==> src/rtl/pipe_hazard_ctrl.sv <==
// Pipeline sequencing controller: per-stage enables/flushes from memory wait states,
// load-use hazards and EX redirects, plus the data-memory handshake FSM and stall counters.
module pipe_hazard_ctrl #(
  parameter int REG_AW      = 5,
  parameter int CNT_W       = 32,
  parameter int MEM_TIMEOUT = 255
) (
  input  logic              clk,
  input  logic              rst,
  input  logic [REG_AW-1:0] id_rs1_addr,
  input  logic [REG_AW-1:0] id_rs2_addr,
  input  logic              id_rs1_used,
  input  logic              id_rs2_used,
  input  logic [REG_AW-1:0] ex_rd_addr,
  input  logic [2:0]        ex_mem_read,
  input  logic              ex_wb_en,
  input  logic              ex_redirect,
  input  logic [2:0]        me_mem_read,
  input  logic [1:0]        me_mem_write,
  input  logic              dmem_ready,
  output logic              dmem_req,
  output logic              pc_en,
  output logic              if_id_en,
  output logic              if_id_flush,
  output logic              id_ex_en,
  output logic              id_ex_flush,
  output logic              ex_me_en,
  output logic              me_wb_flush,
  output logic              mem_timeout,
  output logic [CNT_W-1:0]  mem_stall_cnt,
  output logic [CNT_W-1:0]  lu_stall_cnt,
  output logic [CNT_W-1:0]  flush_cnt
);

  localparam int WC_W = (MEM_TIMEOUT < 2) ? 1 : $clog2(MEM_TIMEOUT + 1);
  localparam logic [WC_W-1:0] TMO = WC_W'(MEM_TIMEOUT);

  typedef enum logic {
    IDLE = 1'b0,
    WAIT = 1'b1
  } state_t;

  state_t          state_q;
  logic [WC_W-1:0] wait_cnt_q;

  logic me_acc;
  logic mem_stall;
  logic lu;
  logic redirect_act;
  logic lu_act;

  assign me_acc    = (me_mem_read != 3'd0) || (me_mem_write != 2'd0);
  assign mem_stall = me_acc && !dmem_ready;
  assign lu        = (ex_mem_read != 3'd0) && ex_wb_en && (ex_rd_addr != '0) &&
                     ((id_rs1_used && (ex_rd_addr == id_rs1_addr)) ||
                      (id_rs2_used && (ex_rd_addr == id_rs2_addr)));

  // A memory freeze masks everything; a redirect squashes the load-use bubble.
  assign redirect_act = !rst && !mem_stall && ex_redirect;
  assign lu_act       = !rst && !mem_stall && !ex_redirect && lu;

  always_comb begin
    dmem_req    = 1'b0;
    pc_en       = 1'b1;
    if_id_en    = 1'b1;
    if_id_flush = 1'b0;
    id_ex_en    = 1'b1;
    id_ex_flush = 1'b0;
    ex_me_en    = 1'b1;
    me_wb_flush = 1'b0;
    if (!rst) begin
      dmem_req = me_acc;
      if (mem_stall) begin
        pc_en       = 1'b0;
        if_id_en    = 1'b0;
        id_ex_en    = 1'b0;
        ex_me_en    = 1'b0;
        me_wb_flush = 1'b1;
      end else if (ex_redirect) begin
        if_id_flush = 1'b1;
        id_ex_flush = 1'b1;
      end else if (lu) begin
        pc_en       = 1'b0;
        if_id_en    = 1'b0;
        id_ex_flush = 1'b1;
      end
    end
  end

  // Timeout flag is set on the same edge the wait counter lands on MEM_TIMEOUT.
  always_ff @(posedge clk) begin
    if (rst) begin
      state_q     <= IDLE;
      wait_cnt_q  <= '0;
      mem_timeout <= 1'b0;
    end else begin
      case (state_q)
        IDLE: begin
          if (mem_stall) begin
            state_q    <= WAIT;
            wait_cnt_q <= '0;
            if (TMO == '0) mem_timeout <= 1'b1;
          end
        end
        WAIT: begin
          if (!mem_stall) begin
            state_q    <= IDLE;
            wait_cnt_q <= '0;
          end else begin
            if (wait_cnt_q != TMO) wait_cnt_q <= wait_cnt_q + WC_W'(1);
            if ((wait_cnt_q + WC_W'(1) == TMO) || (wait_cnt_q == TMO)) mem_timeout <= 1'b1;
          end
        end
        default: begin
          state_q    <= IDLE;
          wait_cnt_q <= '0;
        end
      endcase
    end
  end

  always_ff @(posedge clk) begin
    if (rst) begin
      mem_stall_cnt <= '0;
      lu_stall_cnt  <= '0;
      flush_cnt     <= '0;
    end else begin
      if (mem_stall && (mem_stall_cnt != '1)) mem_stall_cnt <= mem_stall_cnt + CNT_W'(1);
      if (lu_act && (lu_stall_cnt != '1))     lu_stall_cnt  <= lu_stall_cnt + CNT_W'(1);
      if (redirect_act && (flush_cnt != '1))  flush_cnt     <= flush_cnt + CNT_W'(1);
    end
  end

endmodule

==> config.mk <==
export PLATFORM = sky130hd
export DESIGN_NAME = pipe_hazard_ctrl
export DESIGN_NICKNAME = d
export VERILOG_FILES = /design/src/rtl/pipe_hazard_ctrl.sv
export SDC_FILE = /design/constraint.sdc
export NUM_CORES = 1
export LEC_CHECK = 0
export BUFFER_PORTS_ARGS = -buffer_cell sky130_fd_sc_hd__buf_2
export CAP_MARGIN = 20
export CORE_MARGIN = 2
export CORE_UTILIZATION = 55
export CTS_BUF_LIST = sky130_fd_sc_hd__clkbuf_2 sky130_fd_sc_hd__clkbuf_4 sky130_fd_sc_hd__clkbuf_8
export DETAILED_ROUTE_END_ITERATION = 10
export GPL_TIMING_DRIVEN = 0
export HOLD_SLACK_MARGIN = 0.12
export PLACE_DENSITY = 0.78
export SYNTH_ARGS = -nofsm -noshare
export SYNTH_HDL_FRONTEND = slang
export SYNTH_SLANG_ARGS = --single-unit
==> constraint.sdc <==
create_clock -name clk -period 3.14 [get_ports clk]
set_clock_uncertainty 0.2 [all_clocks]
set_input_delay 0.314 -clock clk [delete_from_list [all_inputs] [get_ports clk]]
set_output_delay 0.314 -clock clk [all_outputs]
set_load 0.01 [all_outputs]
==> metrics, run 1 <==
DRC 0; Die H 103 µm; Power Density around 360 mW/mm²; vias in the first global route 5004; Synth Net Count between 600 and 700; Detailed Place HPWL a little over 10000 µm; Synth Flop Type dfxtp_1; RePlAce Congestion just under 0.9; share of layout cells above drive strength 1 0.208; Max Buffers Root-to-Sink 2; post-route worst setup slack around 0.33 ns; highest routing layer actually used met4; status complete, no violations; Fillers between 800 and 900; mapped cell area 0.00541 mm²; met3 WL around 940 µm; M1 WL between 6000 and 7000 µm; Critical Path Max Stage Delay between 0.4 and 0.5 ns; Layout area overhead 19.7%; Hold Crit Start rst; H-tree Lvls 3; I/O Buffers 134; gr usage total 0.268; DRT Wirelength 14000 µm; Max transition margin 0.258; length in cells of the worst reg-to-reg path 9; area post-placement around 0.0062 mm²; Post-synth EDFFs 0; FF+latch count, synth 106; Worst Setup Start Kind flip-flop; fmax between 300 and 400 MHz; Avg WL per Cell roughly 15 µm; Max-Cap Viols 0; Top Ports roughly 140; Synth cell types 47; slew of the pin with the lowest slew margin ~1.1 ns; Pre-antenna DRT Iters 5; reg2reg start mem_stall_cnt[16]; Setup Buffers After CTS 0; synthesis warning total 0; DR vias/cell ~5.8; Worst VDD drop 0.000237 V; Hold Path Depth 5; largest net degree at the start of global routing 19; Worst-path clk slew about 0.11 ns; Worst EP required about 3.2 ns; gr ovfl total 0; sequential share of the synthesized area 0.393; min cycle time layout between 2 and 3 ns; Place WS -0.0369 ns; post-layout util 0.671; WL met2 around 6600 µm; vias around 5500; Hold EP lu_stall_cnt[8]; Setup TNS 0 ns; core area 0.00964 mm²; crit end category flip-flop; critical path's slowest cell or3b_2; Leak 0.00259 µW; Routed Antenna Nets 0; clock sink total about 110; Post-Synthesis Cells 664; non-filler instance count after layout 949; syn_area_per_cell a little over 8 µm²; Pins Over Slew Limit 0; FF-to-FF End mem_stall_cnt[29]; kind of critical path flip-flop to flip-flop; global-route wire length before repair around 23000 µm; Max FO, Critical Path 10; clk root buf clkbuf_8; CTS Buf Count 9; initial antenna violation count 0; NumNets Final ~850; worst path cell trace clkbuf_1, and4_1, nor4bb_4, or3b_2, clkbuf_1, clkbuf_1, nand4_1, xor2_1, nor2_1; Die X between 100 and 150 µm; starting DRC count in detailed routing 300; Tightest Hold Check Type primary input to flip-flop; RSZ-0062 raised after global routing no; Starting Density 0.561; Final period util 0.896; arrival time at the worst endpoint 2.85 ns; FFs w/ async S/R, synth 0; Hold Fails Final Rpt 0; placed cells 932; Clock Latency Late Sink 0.37 ns; Final Cell Area between 0.006 and 0.007 mm²; flop-to-flop setup slack between 0.3 and 0.4 ns; TritonCTS clock tree done; # rows 36; crit-path most repeated cell clkbuf_1; die area 0.0106 mm²; antenna cell count 0; endpoints failing setup 0
==> how the worst max path moves through the flow <==
| stage | slack [ns] | cells past startpoint | from | end |
|---|---|---|---|---|
| floorplan | 0.35 | 8 | me_mem_read[0] | lu_stall_cnt[25] |
| global placement | -0.04 | 10 | me_mem_read[0] | lu_stall_cnt[17] |
| detailed placement | -0.04 | 10 | me_mem_read[0] | lu_stall_cnt[7] |
| CTS | 0.11 | 9 | mem_stall_cnt[16] | mem_stall_cnt[29] |
| global route | 0.08 | 9 | mem_stall_cnt[16] | mem_stall_cnt[5] |
| finish | 0.33 | 9 | mem_stall_cnt[16] | mem_stall_cnt[29] |
==> per-layer routing <==
layer | up-vias | global-route usage
li1 | 2652 | -
met1 | 2604 | 0.353
met2 | 200 | 0.440
met3 | 26 | 0.0454
met4 | 0 | 0.103
met5 | - | 0
==> repair_timing <==
action | 4_1_cts | 5_1_grt
endpoints found under the setup margin | 0 | 12
hold endpoints to repair | 1 | 0
gates resized for setup | 0 | 2
hold buffers | 1 | 0
==> through the flow <==
step | total power [µW] | hold WS [ns]
after global routing | 2390 | 0.249
final | 2320 | 0.221
after detailed placement | 1510 | 0.276
after CTS | 2340 | 0.203
after floorplan | 1460 | 0.271
after global placement | 1510 | 0.272
==> layout make-up <==
| cell class | count | area (µm²) | area share |
|---|---|---|---|
| timing repair buffer | 136 | 686 | 0.106 |
| buffer | 29 | 131 | 0.0203 |
| inverter | 15 | 56.3 | 0.00870 |
| multi-input combinational | 514 | 3110 | 0.481 |
| clock inverter | 5 | 45.0 | 0.00696 |
| sequential | 106 | 2120 | 0.328 |
| tap | 133 | 166 | 0.0257 |
| clock buffer | 11 | 151 | 0.0234 |
==> cell usage after synthesis (all sizes together) (2+ instances only) <==
| library cell | n | area [µm²] |
|---|---|---|
| a21oi | 35 | 175 |
| a41oi | 2 | 17.5 |
| and2 | 5 | 31.3 |
| and3 | 19 | 119 |
| and4 | 11 | 96.3 |
| buf | 5 | 41.3 |
| clkbuf | 24 | 90.1 |
| dfxtp | 106 | 2120 |
| ha | 5 | 62.6 |
| inv | 15 | 56.3 |
| mux2 | 7 | 78.8 |
| mux2i | 3 | 30.0 |
| nand2 | 44 | 165 |
| nand3 | 47 | 253 |
| nand3b | 4 | 30.0 |
| nand4 | 45 | 282 |
| nor2 | 102 | 383 |
| nor2b | 8 | 50.1 |
| nor3 | 13 | 70.1 |
| nor4 | 12 | 90.1 |
| o21ai | 22 | 110 |
| o21bai | 2 | 15.0 |
| o31ai | 11 | 82.6 |
| or3 | 17 | 106 |
| or4 | 15 | 116 |
| xnor2 | 19 | 166 |
| xor2 | 54 | 473 |
==> worst max-delay path: cells and delay by family (launching register included) <==
kind	cells	cell delay, ns
and+or+nand+nor	5	1.23
DFF	1	0.34
xor gates and xnor gates	1	0.15
buffers and inverters	3	0.77
==> cell families after synthesis <==
group,Yosys count,share of synthesized area
xor+xnor,73,0.118
simple gates,348,0.340
compound gates,78,0.0826
buf+inv,44,0.0347
mux,10,0.0201
flops,106,0.393
fa+ha+maj,5,0.0116
==> registers in the layout, summed over array words and instances (netlist names) <==
signal and flops:
mem_stall_cnt 32, mem_timeout 1, lu_stall_cnt 32, state_q 1
flush_cnt 32, wait_cnt_q 8
==> placed cells by master (no fill, tap or decap), drive strengths merged, types with 15 or more instances in the layout <==
cell | synthesis | routed
nor2 | 102 | 102
nand4 | 45 | 45
buf | 5 | 140
inv | 15 | 17
or3 | 17 | 17
and3 | 19 | 19
or4 | 15 | 15
xnor2 | 19 | 19
nand2 | 44 | 44
xor2 | 54 | 54
clkbuf | 24 | 35
a21oi | 35 | 35
o21ai | 22 | 22
nand3 | 47 | 47
dfxtp | 106 | 106
==> power breakdown <==
part	switching [µW]	internal, µW	leakage [µW]
Sequential	6.02	1350	0.000854
Combinational	79.6	50.4	0.00164
Clock	490	344	0.0000981
Total	576	1740	0.00259
Note: power is estimated with default switching activity, not from simulation.
==> run 2: changes to the inputs <==
CORE_UTILIZATION = 54   (was 55)
CTS_BUF_LIST = sky130_fd_sc_hd__clkbuf_16   (was sky130_fd_sc_hd__clkbuf_2 sky130_fd_sc_hd__clkbuf_4 sky130_fd_sc_hd__clkbuf_8)
PLACE_DENSITY = 0.89   (was 0.78)
==> run 2 against run 1 <==
Compared with the run above: sequential share of layout area fell by 0.59 points; die area rose by 1.8%; clock power rose by 45%; final cell count did not move; combinational power barely moved; count of clock-buffer cells in the layout fell by 2; critical path depth did not move; utilization rose by 0.60 points; critical endpoint is now lu_stall_cnt[25].
==> metrics, run 2 (synthesis results as in run 1) <==
Worst Setup Start Kind primary input (was flip-flop); Starting Density 0.556 (was 0.561); Top Ports 135 (unchanged); Die H 104 µm (was 103 µm); length in cells of the worst reg-to-reg path 7 (was 9); H-tree Lvls 3 (unchanged); antenna cell count 0 (unchanged); global-route wire length before repair 22900 µm (was 23000 µm); Max FO, Critical Path 10 (unchanged); min cycle time layout 2.89 ns (was 2.81 ns); flop-to-flop setup slack 0.32 ns (was 0.33 ns); vias in the first global route 4797 (was 5004); slew of the pin with the lowest slew margin 1.06 ns (was 1.10 ns); crit-path most repeated cell buf_6 (was clkbuf_1); Critical Path Max Stage Delay 0.54 ns (was 0.47 ns); Worst VDD drop 0.000270 V (was 0.000237 V); CP Buf/Inv Count 3 (unchanged); die area 0.0108 mm² (was 0.0106 mm²); biggest regs flush_cnt: 32 flops, lu_stall_cnt: 32 flops, mem_stall_cnt: 32 flops (unchanged); arrival time at the worst endpoint 2.91 ns (was 2.85 ns); worst path cell trace buf_2, or4_4, o21a_1, buf_6, nor4_4, nand3_4, buf_6, nor4_1, mux2_2 (was clkbuf_1, and4_1, nor4bb_4, or3b_2, clkbuf_1, clkbuf_1, nand4_1, xor2_1, nor2_1); kind of critical path primary input to flip-flop (was flip-flop to flip-flop); Worst EP required 3.16 ns (was 3.18 ns); crit end category flip-flop (unchanged); Pins Over Slew Limit 0 (unchanged); Pre-antenna DRT Iters 6 (was 5); clock sink total 106 (unchanged); DRC 0 (unchanged); clk root buf clkbuf_16 (was clkbuf_8); Routed Antenna Nets 0 (unchanged); initial antenna violation count 0 (unchanged); Layout area overhead 21.9% (was 19.7%); I/O Buffers 134 (unchanged); Final Cell Area 0.00659 mm² (was 0.00647 mm²); Setup Buffers After CTS 0 (unchanged); Final period util 0.920 (was 0.896); Max Buffers Root-to-Sink 2 (unchanged); RePlAce Congestion 0.911 (was 0.893); share of layout cells above drive strength 1 0.207 (was 0.208); Worst path depth 9 (unchanged); Die X 104 µm (was 103 µm); largest net degree at the start of global routing 19 (unchanged); Max-Cap Viols 0 (unchanged); Leak 0.00262 µW (was 0.00259 µW); FF-to-FF End lu_stall_cnt[25] (was mem_stall_cnt[29]); endpoints failing setup 0 (unchanged); Detailed Place HPWL 9850 µm (was 10200 µm); Worst-path clk slew 0.07 ns (was 0.11 ns); Power Density 409 mW/mm² (was 358 mW/mm²); NumNets Final 846 (unchanged); critical path's top delay family simple AND/OR/NAND/NOR gates (unchanged); fmax 346 MHz (was 355 MHz); gr usage total 0.250 (was 0.268); Crit. Startpoint me_mem_read[0] (was mem_stall_cnt[16]); Avg WL per Cell 14.2 µm (was 14.8 µm); CTS Buf Count 9 (unchanged); most frequent cells in the layout buf_2 (135), dfxtp_1 (106), nor2_1 (102) (unchanged); area post-placement 0.00625 mm² (unchanged); RSZ-0062 raised after global routing no (unchanged); post-route worst setup slack 0.253 ns (was 0.327 ns); crit path to lu_stall_cnt[25] (was mem_stall_cnt[29]); Hold Fails Final Rpt 0 (unchanged); TritonCTS clock tree done (unchanged); commonest non-fill, non-tap cell in the layout buf_2 (unchanged); placed cells 932 (unchanged); # rows 36 (unchanged); non-filler instance count after layout 949 (unchanged); core area 0.00973 mm² (was 0.00964 mm²); gr ovfl total 0 (unchanged); vias 5422 (was 5482); Fillers 832 (was 886); critical path's slowest cell or4_4 (was or3b_2); Place WS -0.0923 ns (was -0.0369 ns); starting DRC count in detailed routing 269 (was 300); DRT Wirelength 13500 µm (was 14000 µm); Final Power 2700 µW (was 2320 µW); DR vias/cell 5.71 (was 5.78); status complete, no violations (unchanged); Clock Latency Late Sink 0.33 ns (was 0.37 ns); reg2reg start lu_stall_cnt[17] (was mem_stall_cnt[16]); Max transition margin 0.285 (was 0.258); Tightest Hold Check Type primary input to flip-flop (unchanged)
run 2: cell types whose count changed in the layout (fill, tap and decap cells not counted), sizes merged:
cell      delta
clkinv       +1
bufinv       +2
clkbuf       -2
clkinvlp     -1
run 2: where the power goes:
group / switching (µW) / leakage, µW / internal, µW
Combinational: 81.4 / 0.00161 / 50.5
Clock: 503 / 0.000158 / 705
Sequential: 6.40 / 0.000854 / 1350
Total: 591 / 0.00262 / 2100
run 2: worst min path at each step:
| stage | start | to | depth (start not counted) |
|---|---|---|---|
| after global placement | mem_timeout | mem_timeout | 2 |
| after detailed placement | mem_timeout | mem_timeout | 2 |
| after CTS | me_mem_read[1] | state_q | 3 |
| after floorplan | dmem_ready | state_q | 1 |
| after global routing | me_mem_read[1] | state_q | 3 |
| final | me_mem_read[1] | state_q | 3 |
run 2: what timing repair did:
action,CTS,global route
gates resized for setup,0,1
setup endpoints to repair,0,4
endpoints found under the hold margin,1,0
hold buffers,1,0
run 2: routing by layer:
metal,track usage,wire (µm),vias to the layer above
li1,-,-,2665
met1,0.343,6140,2541
met2,0.404,6330,197
met3,0.0382,845,19
met4,0.0792,209,0
met5,0,0,-
run 2: layout make-up:
type | instances | area (µm²) | area share
clock inverter | 7 | 98.8 | 0.0150
clock buffer | 9 | 225 | 0.0342
multi-input combinational | 514 | 3100 | 0.471
timing repair buffer | 136 | 686 | 0.104
tap | 133 | 166 | 0.0253
inverter | 15 | 56.3 | 0.00855
sequential | 106 | 2120 | 0.322
buffer | 29 | 131 | 0.0199
run 2: stage by stage:
| step | setup TNS [ns] | util | hold WS [ns] |
|---|---|---|---|
| floorplan | 0 | - | 0.271 |
| global placement | -0.0828 | 0.642 | 0.248 |
| detailed placement | -0.126 | 0.642 | 0.256 |
| CTS | 0 | 0.677 | 0.239 |
| global route | 0 | 0.677 | 0.263 |
| finish | 0 | 0.677 | 0.243 |
run 2: tightest hold or removal path, cell delays in order:
cell	delay [ns]
buf_2	0.12
nor2_1	0.13
nor3_1	0.13
==> run 3: changes to the inputs <==
CORE_UTILIZATION = 55   (was 54)
PLACE_DENSITY = 0.9   (was 0.89)
clock period = 3.4 ns   (was 3.14 ns; I/O delays follow)
==> run 3 against run 2 <==
Compared with the run above: non-clock buffer count unchanged; critical path depth unchanged; combinational power down 9.8%; routed wire length down 1.0%; utilization rose by 0.59 points; largest cell class unchanged; power is 7.5% lower; first-iteration DRC count down 13%.
==> metrics, run 3 (synthesis results as in run 1) <==
most frequent cells in the layout buf_2 (135), dfxtp_1 (106), nor2_1 (102) (unchanged); Hold Crit Start mem_timeout (was me_mem_read[1]); Worst EP required 3.41 ns (was 3.16 ns); initial antenna violation count 0 (unchanged); antenna cell count 0 (unchanged); Power Density 379 mW/mm² (was 409 mW/mm²); reg2reg start mem_stall_cnt[16] (was lu_stall_cnt[17]); # rows 36 (unchanged); crit end category flip-flop (unchanged); die area 0.0106 mm² (was 0.0108 mm²); Avg WL per Cell 14.1 µm (was 14.2 µm); Die H 103 µm (was 104 µm); slew of the pin with the lowest slew margin 1.03 ns (was 1.06 ns); Setup TNS 0 ns (unchanged); Starting Density 0.561 (was 0.556); post_cts resized 0 (unchanged); worst path cell trace clkbuf_1, and4_1, nor4bb_1, or3b_2, clkbuf_1, clkbuf_1, nand3_1, xor2_1, nor2_1 (was buf_2, or4_4, o21a_1, buf_6, nor4_4, nand3_4, buf_6, nor4_1, mux2_2); commonest non-fill, non-tap cell in the layout buf_2 (unchanged); DRC 0 (unchanged); NumNets Final 846 (unchanged); Worst Setup Start Kind flip-flop (was primary input); DRT Wirelength 13400 µm (was 13500 µm); starting DRC count in detailed routing 233 (was 269); CTS Buf Count 9 (unchanged); gr ovfl total 0 (unchanged); Worst VDD drop 0.000312 V (was 0.000270 V); RSZ-0062 raised after global routing no (unchanged); Comb power frac 0.048 (was 0.049); Max FO, Critical Path 10 (unchanged); Net Sw Frac 0.220 (was 0.219); TritonCTS clock tree done (unchanged); non-filler instance count after layout 949 (unchanged); Top Ports 135 (unchanged); Seq pwr share 0.502 (was 0.503); min cycle time layout 2.92 ns; Hold Fails Final Rpt 0 (unchanged); clk root buf clkbuf_16 (unchanged); endpoints failing setup 0 (unchanged); post-layout util 0.683 (was 0.677); fmax 342 MHz; global-route wire length before repair 21300 µm (was 22900 µm); kind of critical path flip-flop to flip-flop (was primary input to flip-flop); Setup Buffers After CTS 0 (unchanged); Die X 103 µm (was 104 µm); critical path's slowest cell or3b_2 (was or4_4); arrival time at the worst endpoint 2.93 ns (was 2.91 ns); Tightest Hold Check Type flip-flop to flip-flop (was primary input to flip-flop); Final Power 2490 µW (was 2700 µW); vias in the first global route 4651 (was 4797); Layout area overhead 21.8% (was 21.9%); crit-path most repeated cell clkbuf_1 (was buf_6); Clock Power Share 0.450 (was 0.448); placed cells 932 (unchanged); RePlAce Congestion 0.897 (was 0.911); Worst-path clk slew 0.07 ns (about the same); clock sink total 106 (unchanged); largest net degree at the start of global routing 19 (unchanged); Clock Latency Late Sink 0.33 ns (about the same); core area 0.00964 mm² (was 0.00973 mm²); Critical Path Max Stage Delay 0.49 ns (was 0.54 ns); Max Buffers Root-to-Sink 2 (unchanged); Routed Antenna Nets 0 (unchanged); Pins Over Slew Limit 0 (unchanged); gr usage total 0.248 (was 0.250); H-tree Lvls 3 (unchanged); biggest regs flush_cnt: 32 flops, lu_stall_cnt: 32 flops, mem_stall_cnt: 32 flops (unchanged); vias 5373 (was 5422); Detailed Place HPWL 9780 µm (was 9850 µm); share of layout cells above drive strength 1 0.206 (was 0.207); Max-Cap Viols 0 (unchanged); DR vias/cell 5.66 (was 5.71); internal power 1950 µW (was 2100 µW); I/O Buffers 134 (unchanged); Psw 547 µW (was 591 µW); Final period util 0.859; Leak 0.00263 µW (was 0.00262 µW); Pre-antenna DRT Iters 5 (was 6); Crit. Startpoint mem_stall_cnt[16] (was me_mem_read[0]); Max transition margin 0.310 (was 0.285); status complete, no violations (unchanged)
-- run 3: layout make-up --
class                   count  area [µm²]
fillers                   835        3050
flip-flops and latches    106        2120
repair buffers            136         686
well taps                 133         166
clock inverters             7         101
multi-input cells         514        3100
clock buffers               9         225
inverters                  15        56.3
plain buffers              29         131
-- run 3: stage by stage --
| step | worst slack [ns] | hold WS [ns] | area, µm² |
|---|---|---|---|
| 2_1_floorplan | 0.586 | 0.285 | 5410 |
| 3_3_place_gp | 0.246 | 0.250 | 6240 |
| 3_5_place_dp | 0.220 | 0.258 | 6250 |
| 4_1_cts | 0.477 | 0.261 | 6590 |
| 5_1_grt | 0.249 | 0.304 | 6590 |
| 6_report | 0.478 | 0.278 | 6590 |
-- run 3: what timing repair did --
item | in CTS | in global routing
setup endpoints to repair | 0 | 0
hold endpoints to repair | 1 | 0
hold buffers | 1 | 0
-- run 3: final timing paths --
check,to,slack (ns),cells after the start
worst max register to register,mem_stall_cnt[3],0.48,9
worst min register to register,mem_timeout,0.28,2
worst max-delay path,mem_stall_cnt[3],0.48,9
worst min-delay path,mem_timeout,0.28,2
-- run 3: routing by layer --
| layer | up-vias | part of all wire | GRT usage |
|---|---|---|---|
| met5 | - | 0 | 0 |
| met4 | 0 | 0.012 | 0.0688 |
| met3 | 12 | 0.065 | 0.0380 |
| met2 | 187 | 0.47 | 0.417 |
| met1 | 2514 | 0.45 | 0.332 |
| li1 | 2660 | - | - |
-- run 3: power groups by stage --
stage / logic [µW] / clock network (µW) / registers, µW
3_5_place_dp: 118 / 0 / 1280
2_1_floorplan: 65.8 / 0 / 1280
3_3_place_gp: 116 / 0 / 1280
6_report: 119 / 1120 / 1250
4_1_cts: 120 / 1130 / 1250
5_1_grt: 131 / 1200 / 1250
-- run 3: critical path: cells and delay by family, from the launching register on --
kind | cells | cell delay (ns)
simple gates | 5 | 1.39
buf+inv | 3 | 0.73
flops | 1 | 0.32
xor+xnor | 1 | 0.16
